$ cat config.mk
export PLATFORM = sky130hd
export DESIGN_NAME = lsu
export DESIGN_NICKNAME = d
export VERILOG_FILES = /design/src/rtl/lsu_pkg.sv /design/src/rtl/lsu_align.sv /design/src/rtl/lsu.sv
export SDC_FILE = /design/constraint.sdc
export NUM_CORES = 1
export LEC_CHECK = 0
export CAP_MARGIN = 5
export CORE_MARGIN = 4
export CORE_UTILIZATION = 30
export DETAILED_ROUTE_END_ITERATION = 8
export PLACE_DENSITY_LB_ADDON = 0.08
export SLEW_MARGIN = 10
export SYNTH_ARGS = -nofsm -noshare
export SYNTH_HDL_FRONTEND = slang
export SYNTH_SLANG_ARGS = --single-unit
$ cat constraint.sdc
create_clock -name clk -period 2.5 [get_ports clk]
set_input_delay 0.25 -clock clk [delete_from_list [all_inputs] [get_ports clk]]
set_output_delay 0.25 -clock clk [all_outputs]
set_load 0.01 [all_outputs]
$ cat src/rtl/lsu_pkg.sv
// lsu_pkg: shared state encoding and NByteOp size codes for the load/store unit.
package lsu_pkg;
   typedef enum logic [1:0] {IDLE, REQ, DONE} lsu_state_t;
   localparam logic [1:0] NB_WORD = 2'b00;
   localparam logic [1:0] NB_BYTE = 2'b01;
   localparam logic [1:0] NB_HALF = 2'b10;
   localparam logic [1:0] NB_ILL  = 2'b11;
endpackage

$ cat src/rtl/lsu_align.sv
// lsu_align: combinational lane steering for stores and lane extraction/extension for loads.
module lsu_align
   import lsu_pkg::*;
(
   input  logic [1:0]  nbyte_op,
   input  logic [1:0]  off,
   input  logic        is_unsigned,
   input  logic [31:0] wdata,
   input  logic [31:0] rdata_word,
   output logic [3:0]  wstrb,
   output logic [31:0] wdata_rep,
   output logic        misaligned,
   output logic [31:0] rdata_ext
);
   logic [7:0]  lane_b;
   logic [15:0] lane_h;
   always_comb begin
      lane_b     = 8'(rdata_word >> {off, 3'b000});
      lane_h     = off[1] ? rdata_word[31:16] : rdata_word[15:0];
      misaligned = (nbyte_op == NB_WORD && off != 2'b00) || (nbyte_op == NB_HALF && off[0]);
      wstrb      = nbyte_op == NB_BYTE ? 4'b0001 << off :
                   nbyte_op == NB_HALF ? (off[1] ? 4'b1100 : 4'b0011) :
                   nbyte_op == NB_WORD ? 4'b1111 : 4'b0000;
      wdata_rep  = nbyte_op == NB_BYTE ? {4{wdata[7:0]}} :
                   nbyte_op == NB_HALF ? {2{wdata[15:0]}} : wdata;
      rdata_ext  = nbyte_op == NB_BYTE ? {{24{~is_unsigned & lane_b[7]}}, lane_b} :
                   nbyte_op == NB_HALF ? {{16{~is_unsigned & lane_h[15]}}, lane_h} : rdata_word;
   end
endmodule

$ cat src/rtl/lsu.sv
// lsu: load/store unit FSM; captures the request, runs one req/ack bus transaction,
// and returns an extended load result or a fault on illegal/misaligned accesses.
module lsu
   import lsu_pkg::*;
#(
   parameter int ADDR_W = 32,
   parameter int DATA_W = 32
) (
   input  logic              clk,
   input  logic              rst_n,
   input  logic              start,
   input  logic              mem_read,
   input  logic              mem_write,
   input  logic [1:0]        nbyte_op,
   input  logic              is_unsigned,
   input  logic [ADDR_W-1:0] addr,
   input  logic [DATA_W-1:0] wdata,
   output logic              busy,
   output logic              done,
   output logic [DATA_W-1:0] rdata,
   output logic              fault,
   output logic              bus_req,
   output logic              bus_we,
   output logic [ADDR_W-1:0] bus_addr,
   output logic [3:0]        bus_wstrb,
   output logic [DATA_W-1:0] bus_wdata,
   input  logic              bus_ack,
   input  logic [DATA_W-1:0] bus_rdata
);
   lsu_state_t        state_q, state_d;
   logic              rd_q, rd_d, wr_q, wr_d, uns_q, uns_d, fault_q, fault_d;
   logic [1:0]        nb_q, nb_d;
   logic [ADDR_W-1:0] addr_q, addr_d;
   logic [3:0]        wstrb_q, wstrb_d;
   logic [DATA_W-1:0] wrep_q, wrep_d, rdata_q, rdata_d;
   logic [3:0]        a_wstrb;
   logic [31:0]       a_wrep, a_ext;
   logic              a_mis, idle, bad;

   assign idle = state_q == IDLE;

   // In IDLE the aligner sees the live request (fault check, store lanes); afterwards the captured one.
   lsu_align u_align (
      .nbyte_op   (idle ? nbyte_op : nb_q),
      .off        (idle ? addr[1:0] : addr_q[1:0]),
      .is_unsigned(uns_q),
      .wdata      (wdata),
      .rdata_word (bus_rdata),
      .wstrb      (a_wstrb),
      .wdata_rep  (a_wrep),
      .misaligned (a_mis),
      .rdata_ext  (a_ext)
   );

   assign bad = (mem_read | mem_write) & ((mem_read & mem_write) | nbyte_op == NB_ILL | a_mis);

   always_comb begin
      state_d = state_q;
      rd_d    = rd_q;
      wr_d    = wr_q;
      nb_d    = nb_q;
      uns_d   = uns_q;
      addr_d  = addr_q;
      wstrb_d = wstrb_q;
      wrep_d  = wrep_q;
      fault_d = fault_q;
      rdata_d = rdata_q;
      if (idle && start) begin
         rd_d    = mem_read;
         wr_d    = mem_write;
         nb_d    = nbyte_op;
         uns_d   = is_unsigned;
         addr_d  = addr;
         wstrb_d = mem_write ? a_wstrb : 4'b0000;
         wrep_d  = a_wrep;
         fault_d = bad;
         state_d = (bad || !(mem_read || mem_write)) ? DONE : REQ;
      end else if (state_q == REQ && bus_ack) begin
         rdata_d = rd_q ? a_ext : rdata_q;
         state_d = DONE;
      end else if (state_q == DONE) begin
         state_d = IDLE;
      end
   end

   always_ff @(posedge clk or negedge rst_n) begin
      if (!rst_n) begin
         state_q <= IDLE;
         rd_q    <= 1'b0;
         wr_q    <= 1'b0;
         nb_q    <= NB_WORD;
         uns_q   <= 1'b0;
         addr_q  <= '0;
         wstrb_q <= 4'b0000;
         wrep_q  <= '0;
         fault_q <= 1'b0;
         rdata_q <= '0;
      end else begin
         state_q <= state_d;
         rd_q    <= rd_d;
         wr_q    <= wr_d;
         nb_q    <= nb_d;
         uns_q   <= uns_d;
         addr_q  <= addr_d;
         wstrb_q <= wstrb_d;
         wrep_q  <= wrep_d;
         fault_q <= fault_d;
         rdata_q <= rdata_d;
      end
   end

   assign busy      = state_q != IDLE;
   assign done      = state_q == DONE;
   assign bus_req   = state_q == REQ;
   assign bus_we    = wr_q;
   assign bus_addr  = {addr_q[ADDR_W-1:2], 2'b00};
   assign bus_wstrb = wstrb_q;
   assign bus_wdata = wrep_q;
   assign fault     = fault_q;
   assign rdata     = rdata_q;
endmodule

==> summary.txt, run 1 <==
Floorplanning
  • Chip width: 142 um
  • Die Area: 20,100 um2
  • Die height: 142 um
  • # rows: 48
  • Io pins: 210
  • CORE AREA: 17,400 um2
  • Starting density of the core: 30.9%

Finish
  • Layout Nets: 880
  • Fill cells: 1,689
  • N_diodes: 0
  • Synth-to-Final Area Change: 45.9%
  • Register Area: 2700 um2
  • Multi-input logic area: 2310 um2
  • Share of cells above drive strength 1: 8.21%
  • Post-route cell area: 7850 um2
  • Fin util: 45.1%

Logic synthesis
  • Count leader, synth: nand2_1
  • Yosys warnings: 0
  • Area contributors post-synth: dfrtp_1 50%, nand2_1 14%, buf_4 4.5%
  • Synth unique cells: 45
  • Top cells by count, synth: 198 x nand2_1, 108 x dfrtp_1, 38 x nor2_1
  • Number of synthesized flops with an enable pin: 0
  • Top-area cell type share of the netlist area: 50.2%
  • Cell taking the most area after synthesis: dfrtp_1
  • Ys async rst share: 100%
  • Synthesized area per cell: 8.96 um2
  • Register bit total from synthesis: 108
  • Cell Area, Synth: 5380 um2
  • Ys flop type: dfrtp_1
  • Cells after synthesis: 600
  • Seq/Total Area, Yosys: 50.2%

Clock tree
  • CTS tree: yes
  • Clk sinks: 108
  • Worst-path clk slew: 0.08 ns
  • Clock Tree Root: clkbuf_16
  • Clock Tree Buf Depth: 2
  • H-Tree Depth: 3
  • Total CTS buffers: 9
  • Worst skew pair latency: 0.34 ns

Drt
  • DR pass1 iterations: 6
  • Drt drc: 0
  • Drt total wl: 17.9 mm
  • Avg WL per Cell: 17.8 um
  • Vias/cell: 4.87
  • Total number of vias: 4,898
  • Detail Route Antenna Nets: 0
  • 1st-iter DRT viols: 337

Power
  • Clock share of power: 14.7%
  • Max VDD drop: 547 uV
  • Sw frac: 38.6%
  • Comb pwr share: 52.9%
  • PwrDens: 1220 nW/um2
  • Int Pwr: 5.88 mW
  • Switching power: 3.70 mW
  • Flop pwr share: 32.4%
  • LEAKAGE: 3.49 nW
  • Overall Power: 9.58 mW

Critical path
  • Critical setup path kind: reg2reg
  • Max Fanout on Critical Path: 18
  • Crit-path cells: o21ai_1 > and2_2 > nand3_2 > a311oi_4 > buf_4 > a21oi_1
  • Worst Path Required: 2.72 ns
  • Slowest cell on the critical path: dfrtp_1
  • Critical Path End Type: flop
  • Worst setup path start: state_q[0]
  • CP max stage delay: 0.49 ns
  • CP arrival: 2.43 ns
  • Setup crit start kind: flop
  • R2r startpoint: state_q[0]

GRT
  • Largest net degree at the start of global routing: 60
  • GRT Total Usage: 17.4%
  • First-pass GRT wire length: 27.7 mm
  • Initial antenna violation count: 0
  • Total gr overflow: 0
  • Vias in the first global route: 4,861

STA
  • Rel. slew slack: 62.7%
  • Fin crit share: 88.6%
  • Max Slew Vio Count: 0
  • Final clock skew: 0.0139 ns
  • Min Tclk post-route: 2.22 ns
  • WHS: 0.309 ns
  • Slew of the pin with the lowest slew margin: 0.557 ns
  • Setup TNS Final: 0 ns
  • Final setup fails: 0
  • Max Freq: 451 MHz
  • RSZ-0062 raised after global routing: no
  • Final Hold Fails: 0

Placement
  • GPL Wtd Cong: 0.821
  • Post-DP HPWL: 13.2 mm
  • Port bufs: 207
  • Area after DPL: 7550 um2

Worst hold path
  • Min-Delay Path Class: in2async

Outcome
  • Status: complete, no violations

Job
  • Max cap viols: 0
worst max-delay path: cells and delay by family, from the launching register on:
family / cells / cell delay (ns)
AND/OR/NAND/NOR: 2 / 0.62
AO/OA/AOI/OAI: 3 / 0.69
buffers and inverters: 1 / 0.28
flip-flops: 1 / 0.49
layout by cell type (no fill, tap or decap), drive strengths merged, types with 11 or more instances in the layout:
| cell | netlist | final |
|---|---|---|
| a211oi | 16 | 16 |
| a21oi | 21 | 21 |
| a31oi | 11 | 11 |
| buf | 42 | 20 |
| clkbuf | 22 | 12 |
| clkdlybuf4s50 | 0 | 206 |
| dfrtp | 108 | 108 |
| mux2i | 21 | 21 |
| nand2 | 199 | 199 |
| nand3 | 13 | 13 |
| nor2 | 39 | 39 |
| o21ai | 35 | 35 |
metrics by stage:
stage,setup slack (ns),instances
after global placement,-0.0200,988
after global routing,0.190,1005
after floorplan,0.596,601
final,0.284,1005
after detailed placement,-0.0820,988
after CTS,0.0828,1005
final timing paths:
path	depth (start not counted)	slack (ns)	to
setup reg to reg	6	0.28	rdata[26]
setup / recovery	6	0.28	rdata[26]
min in group clk	3	0.43	addr_q[23]
hold / removal	2	0.31	rdata[23]
max in group asynchronous	3	1.45	nb_q[0]
hold reg to reg	2	0.48	addr_q[6]
routing by layer:
metal / global-route usage [%] / share of wire, % / up-vias
li1: - / - / 2353
met1: 23.9 / 45 / 2331
met2: 26.8 / 45 / 191
met3: 4.28 / 7.3 / 23
met4: 5.86 / 2.3 / 0
met5: 0 / 0 / -
state kept, by name (all words and copies together) (netlist names):
name,count
bus_we,1
uns_q,1
fault,1
addr_q,32
nb_q,2
state_q,2
bus_wdata,32
bus_wstrb,4
rd_q,1
rdata,32
timing repair:
item | 4_1_cts | 5_1_grt
setup buffers | 0 | 0
hold buffers | 1 | 0
resized for setup | 0 | 1
hold endpoints to repair | 16 | 0
endpoints found under the setup margin | 0 | 16
area by class of cell:
cell class | instances | share of cell area (%)
Sequential cell | 108 | 34.4
Multi-Input combinational cell | 427 | 29.4
Timing Repair Buffer | 227 | 28.8
Tap cell | 225 | 3.59
Clock buffer | 12 | 3.27
Clock inverter | 4 | 0.398
Inverter | 2 | 0.128
cells by family after synthesis:
logic type,count (synthesis),synth area share [%]
AND/OR/NAND/NOR,277,21.5
flip-flops,108,50.2
multiplexers,30,5.93
buffers and inverters,66,7.23
XOR/XNOR,2,0.326
other,1,0.0697
AO/OA/AOI/OAI,116,14.7
power by group through the flow:
stage	sequential (mW)	clock, mW	combinational [mW]
after floorplan	3.30	0	2.56
after global placement	3.10	0	5.08
after detailed placement	3.13	0	5.12
after CTS	3.11	1.46	5.14
after global routing	3.22	1.53	5.54
final	3.10	1.40	5.07
No activity file was read; power rests on OpenSTA's default activity.
==> inputs of run 2 (changes only) <==
--- a/config.mk
+++ b/config.mk
@@ -5,6 +5,7 @@
 export SDC_FILE = /design/constraint.sdc
 export NUM_CORES = 1
 export LEC_CHECK = 0
+export ABC_AREA = 1
 export CAP_MARGIN = 5
 export CORE_MARGIN = 4
 export CORE_UTILIZATION = 30
==> run 2 against run 1 <==
Cell count is 16% higher; critical path depth rose by 1; power increased by 8.5%; hold slack better by 0.11 ns; design area is 2.7% higher; sequential cell count unchanged; sequential share of layout area is 0.90 points lower; maximum frequency up 3.1%; worst setup slack better by 0.067 ns; combinational power grew 14%; critical endpoint unchanged; highest routed layer unchanged.
==> summary.txt, run 2 <==
Critical path
  • CP bufs+invs: 0
  • Setup crit start kind: flop
  • R2r startpoint: state_q[0]
  • CP max stage delay: 0.45 ns
  • Most common cell on crit path: nand2_1
  • R2R Setup Slk: 0.35 ns
  • Max Fanout on Critical Path: 24
  • CP delay by family, top: simple AND/OR/NAND/NOR gates
  • Crit-path cells: nor2_4 > nand2_1 > o21ai_4 > nand2_1 > nand2_1 > nand3_2 > a21oi_1
  • Worst Path Required: 2.76 ns
  • Critical Path End Type: flop
  • CP arrival: 2.41 ns
  • Slowest cell on the critical path: dfrtp_1
  • Critical setup path kind: reg2reg
  • Worst setup path start: state_q[0]

GRT
  • GRT Total Usage: 17.0%
  • Vias in the first global route: 5,254
  • Total gr overflow: 0
  • First-pass GRT wire length: 29.6 mm
  • Largest net degree at the start of global routing: 87
  • Initial antenna violation count: 0

Floorplanning
  • Chip width: 146 um
  • Starting density of the core: 30.6%
  • Io pins: 210
  • # rows: 50
  • Die height: 146 um
  • Die Area: 21,300 um2
  • CORE AREA: 18,700 um2

Finish
  • Fill cells: 1,915
  • Synth-to-Final Area Change: 40.9%
  • Most frequent cells in the layout: 331 x nand2_1, 206 x clkdlybuf4s50_1, 108 x dfrtp_1, 55 x nor2_1, 50 x nand3_1
  • Post-route cell area: 8060 um2
  • Layout Nets: 1,035
  • Layout Cells excl Fill: 1,169
  • Share of cells above drive strength 1: 6.20%
  • Most common cell after layout, fill and taps aside: nand2_1
  • N_diodes: 0

Logic synthesis
  • Cells after synthesis: 771
  • Synthesized area per cell: 7.42 um2
  • Synth unique cells: 28
  • Seq/Total Area, Yosys: 47.2%
  • Area contributors post-synth: dfrtp_1 47%, nand2_1 22%, buf_4 4.6%
  • Cell taking the most area after synthesis: dfrtp_1
  • Top cells by count, synth: 331 x nand2_1, 108 x dfrtp_1, 55 x nor2_1
  • Top-area cell type share of the netlist area: 47.2%
  • Cell Area, Synth: 5720 um2
  • Register bit total from synthesis: 108
  • Ys flop type: dfrtp_1
  • Yosys warnings: 0
  • Ys async rst share: 100%
  • Count leader, synth: nand2_1
  • Number of synthesized flops with an enable pin: 0

STA
  • Final setup fails: 0
  • Rel. slew slack: 43.0%
  • Final Hold Fails: 0
  • Max Slew Vio Count: 0
  • Fin crit share: 86.0%
  • Min Tclk post-route: 2.15 ns
  • Setup TNS Final: 0 ns
  • Slew of the pin with the lowest slew margin: 0.856 ns
  • Max Freq: 465 MHz
  • RSZ-0062 raised after global routing: no
  • Final clock skew: 0.00626 ns

Job
  • Max cap viols: 0

Drt
  • Detail Route Antenna Nets: 0
  • Avg WL per Cell: 15.5 um
  • Total number of vias: 5,323
  • DR pass1 iterations: 5
  • Drt drc: 0
  • 1st-iter DRT viols: 319
  • Drt total wl: 18.1 mm
  • Vias/cell: 4.55

Placement
  • Cells after DPL: 1,152
  • GPL Wtd Cong: 0.820
  • Area after DPL: 7730 um2
  • Port bufs: 207
  • Post-DP HPWL: 13.1 mm

Clock tree
  • Clock Tree Root: clkbuf_16
  • Post-CTS Setup Bufs: 0
  • Clock Tree Buf Depth: 2
  • Worst skew pair latency: 0.35 ns
  • H-Tree Depth: 3
  • CTS tree: yes
  • Clk sinks: 108
  • Total CTS buffers: 9
  • Worst-path clk slew: 0.07 ns

Power
  • Flop pwr share: 29.6%
  • Switching power: 4.35 mW
  • LEAKAGE: 3.84 nW
  • Sw frac: 41.9%
  • Clock share of power: 15.0%
  • Comb pwr share: 55.4%
  • Overall Power: 10.4 mW
  • Max VDD drop: 572 uV
  • PwrDens: 1290 nW/um2
  • Int Pwr: 6.04 mW

Worst hold path
  • Min-Delay Path Class: in2async

Outcome
  • Status: complete, no violations
-- run 2: cell count changes in the layout (fill, tap and decap cells not counted), sizes merged, moves of 9 or more --
cell    previous run  this run
a211oi            16         0
a222oi             9         0
inv                3        45
mux2               9         0
mux2i             21         0
nand2            199       341
nand3             13        51
nor2              39        60
o21ai             35        48
-- run 2: power groups by stage --
stage          registers [mW]  clock network [mW]  logic (mW)
2_1_floorplan            3.30                   0        3.38
5_1_grt                  3.20                1.68        6.43
3_3_place_gp             3.12                   0        5.82
3_5_place_dp             3.11                   0        5.84
6_report                 3.08                1.56        5.76
4_1_cts                  3.09                1.62        5.86
-- run 2: area by class of cell --
| class | instances | area [um2] | area share, % |
|---|---|---|---|
| Clock inverter | 6 | 86.3 | 1.07 |
| Timing Repair Buffer | 219 | 2190 | 27.1 |
| Tap cell | 234 | 293 | 3.63 |
| Clock buffer | 10 | 229 | 2.84 |
| Multi-Input combinational cell | 548 | 2390 | 29.7 |
| Sequential cell | 108 | 2700 | 33.5 |
| Inverter | 44 | 168 | 2.08 |
-- run 2: per-layer routing --
| layer | part of all wire [%] | global-route usage (%) | routed length, um | vias to the layer above |
|---|---|---|---|---|
| met4 | 0.90 | 3.53 | 163 | 0 |
| met2 | 45 | 26.2 | 8220 | 176 |
| met3 | 6.5 | 4.07 | 1180 | 13 |
| met1 | 47 | 24.5 | 8550 | 2449 |
| met5 | 0 | 0 | 0 | - |
| li1 | - | - | - | 2685 |
-- run 2: worst paths after layout --
path | endpoint | cells past startpoint
worst min register to register | addr_q[4] | 2
max in group asynchronous | rdata[1] | 3
worst min-delay path | addr_q[9] | 2
worst max-delay path | rdata[26] | 7
min in group clk | addr_q[5] | 3
worst max register to register | rdata[26] | 7
-- run 2: cell families after synthesis --
kind of cell | share of synthesized area [%]
and+or+nand+nor | 34.3
buffers and inverters | 11.2
DFF | 47.2
AOI/OAI and AO/OA | 7.22
other | 0.0655
-- run 2: worst register-to-register path: stages, from the launching register on --
cell and delay, ns:
dfrtp_1 0.45, nor2_4 0.26, nand2_1 0.14, o21ai_4 0.23, nand2_1 0.10, nand2_1 0.10, nand3_2 0.45, a21oi_1 0.33
-- run 2: stage by stage --
| step | utilization (%) | setup WS, ns | hold WS, ns |
|---|---|---|---|
| finish | 43.1 | 0.351 | 0.422 |
| global route | 43.1 | 0.0282 | 0.429 |
| floorplan | - | 0.886 | -0.0456 |
| global placement | 41.4 | 0.347 | 0.276 |
| detailed placement | 41.4 | 0.338 | 0.277 |
| CTS | 43.1 | 0.325 | 0.417 |
-- run 2: timing repair --
item,in CTS,in global routing
hold buffers,1,0
setup endpoints to repair,0,0
gates resized for setup,0,0
hold endpoints to repair,38,0
==> inputs of run 3 (changes only) <==
--- a/config.mk
+++ b/config.mk
@@ -7,6 +7,7 @@
 export LEC_CHECK = 0
 export ABC_AREA = 1
 export CAP_MARGIN = 5
+export CORE_ASPECT_RATIO = 0.6
 export CORE_MARGIN = 4
 export CORE_UTILIZATION = 30
 export DETAILED_ROUTE_END_ITERATION = 8
==> run 3 against run 2 <==
Sequential cell count stayed put; hold slack better by 0.0082 ns; power hardly changed; sequential share of layout area hardly changed; non-clock buffer count is 1 higher; sequential power is 1% higher; routed wire length is 4.0% higher; cell count is 0.60% higher; critical path depth is 2 higher; combinational power is 2% higher; design area hardly changed.
==> summary.txt, run 3 (synthesis gave the netlist of run 2 again) <==
Critical path
  • R2r worst-path depth: 9
  • CP bufs+invs: 1
  • Crit path depth: 9
  • CP max stage delay: 0.44 ns
  • Capturing point of the worst reg2reg path: rdata[31]
  • CP delay by family, top: simple AND/OR/NAND/NOR gates
  • Max Fanout on Critical Path: 16
  • Critical setup path kind: reg2reg
  • Worst Path Required: 2.76 ns
  • CP arrival: 2.40 ns
  • Most common cell on crit path: nand2_2
  • Critical Path End Type: flop
  • Slowest cell on the critical path: dfrtp_1
  • R2r startpoint: state_q[0]
  • Crit-path cells: nor2_4 > nand2_1 > nand2_2 > nand2_2 > inv_2 > nand2_2 > nor2_8 > nor2_1 > a21oi_1
  • R2R Setup Slk: 0.36 ns
  • Setup crit start kind: flop

Worst hold path
  • HP Start: addr[29]
  • Min-Delay Path Class: in2reg
  • WHS Path Cells: 3
  • Hold EP: addr_q[29]

Drt
  • Detail Route Antenna Nets: 0
  • DR pass1 iterations: 5
  • Drt drc: 0
  • Vias/cell: 4.48
  • Drt total wl: 18.8 mm
  • 1st-iter DRT viols: 321
  • Avg WL per Cell: 16.0 um
  • Total number of vias: 5,266

Clock tree
  • H-Tree Depth: 3
  • Clock Tree Buf Depth: 2
  • Worst-path clk slew: 0.08 ns
  • Clk sinks: 108
  • Worst skew pair latency: 0.35 ns
  • Total CTS buffers: 9
  • CTS tree: yes
  • Clock Tree Root: clkbuf_16

Outcome
  • Status: complete, no violations

Placement
  • Post-DP HPWL: 13.9 mm
  • Port bufs: 207
  • GPL Wtd Cong: 0.797

Power
  • Max VDD drop: 452 uV
  • Comb pwr share: 56.8%
  • Flop pwr share: 30.0%
  • LEAKAGE: 3.83 nW
  • Sw frac: 43.2%
  • Switching power: 4.49 mW
  • Int Pwr: 5.90 mW
  • Clock share of power: 13.3%
  • PwrDens: 1290 nW/um2

STA
  • Fin crit share: 85.6%
  • Min Tclk post-route: 2.14 ns
  • Setup TNS Final: 0 ns
  • Final setup fails: 0
  • Max Freq: 467 MHz
  • Final clock skew: 0.0141 ns
  • Max Slew Vio Count: 0
  • Rel. slew slack: 55.6%
  • Final Hold Fails: 0
  • Slew of the pin with the lowest slew margin: 0.667 ns
  • RSZ-0062 raised after global routing: no

Job
  • Max cap viols: 0

GRT
  • Total gr overflow: 0
  • Vias in the first global route: 5,080
  • First-pass GRT wire length: 29.5 mm
  • GRT Total Usage: 17.5%
  • M2 GR Usage: 22.7%
  • Most Crowded Layer GR: met1
  • Largest net degree at the start of global routing: 87
  • Met3 Usage GRT: 3.92%
  • Grt met1 use: 29.1%
  • Initial antenna violation count: 1

Finish
  • Fin util: 43.8%
  • N_diodes: 0
  • Layout Nets: 1,036
  • Share of cells above drive strength 1: 6.20%
  • Most frequent cells in the layout: 331 x nand2_1, 206 x clkdlybuf4s50_1, 108 x dfrtp_1, 55 x nor2_1, 50 x nand3_1
  • Most common cell after layout, fill and taps aside: nand2_1
  • Synth-to-Final Area Change: 40.9%

Floorplanning
  • Die height: 115 um
  • Die Area: 21,400 um2
  • Io pins: 210
  • Starting density of the core: 31.1%
  • # rows: 38
  • Chip width: 186 um
  • CORE AREA: 18,400 um2
run 3: cell type report:
class / count / area, um2
clock buffer: 11 / 233
sequential: 108 / 2700
tap: 240 / 300
inverter: 44 / 168
clock inverter: 5 / 45.0
timing repair buffer: 220 / 2220
fill: 1908 / 10300
multi-input combinational: 548 / 2390
run 3: routing by layer:
| metal | vias up | wire [um] |
|---|---|---|
| li1 | 2693 | - |
| met1 | 2402 | 10400 |
| met2 | 159 | 7070 |
| met3 | 10 | 1190 |
| met4 | 2 | 104 |
| met5 | - | 20 |
run 3: stage by stage:
stage	cells	area, um2	hold slack (ns)	worst slack, ns	total power [mW]
3_5_place_dp	1159	7770	0.322	0.328	9.08
2_1_floorplan	772	5730	-0.0456	0.886	6.68
3_3_place_gp	1159	7770	0.326	0.371	9.11
6_report	1176	8060	0.431	0.359	10.4
5_1_grt	1176	8060	0.420	0.127	11.3
4_1_cts	1176	8060	0.415	0.333	10.5
run 3: power groups by stage:
stage	Clock, mW	Combinational (mW)	Sequential (mW)
final	1.38	5.90	3.12
after global routing	1.50	6.56	3.23
after CTS	1.44	5.96	3.12
after detailed placement	0	5.95	3.13
after global placement	0	5.97	3.14
after floorplan	0	3.38	3.30
run 3: timing repair:
action	4_1_cts	5_1_grt
resized for setup	0	0
endpoints found under the hold margin	43	0
buffers inserted	0	0
hold buffers	1	0
run 3: worst reg2reg max path, cell delays in order (launching register included):
cell	delay (ns)
dfrtp_1	0.44
nor2_4	0.28
nand2_1	0.10
nand2_2	0.11
nand2_2	0.22
inv_2	0.31
nand2_2	0.15
nor2_8	0.23
nor2_1	0.07
a21oi_1	0.14
run 3: worst max-delay path by stage:
stage,from,endpoint,slack [ns]
4_1_cts,state_q[0],rdata[26],0.33
2_1_floorplan,state_q[0],rdata[12],0.89
3_5_place_dp,nbyte_op[0],rdata[26],0.33
6_report,state_q[0],rdata[31],0.36
3_3_place_gp,nbyte_op[1],rdata[28],0.37
5_1_grt,state_q[0],rdata[10],0.13
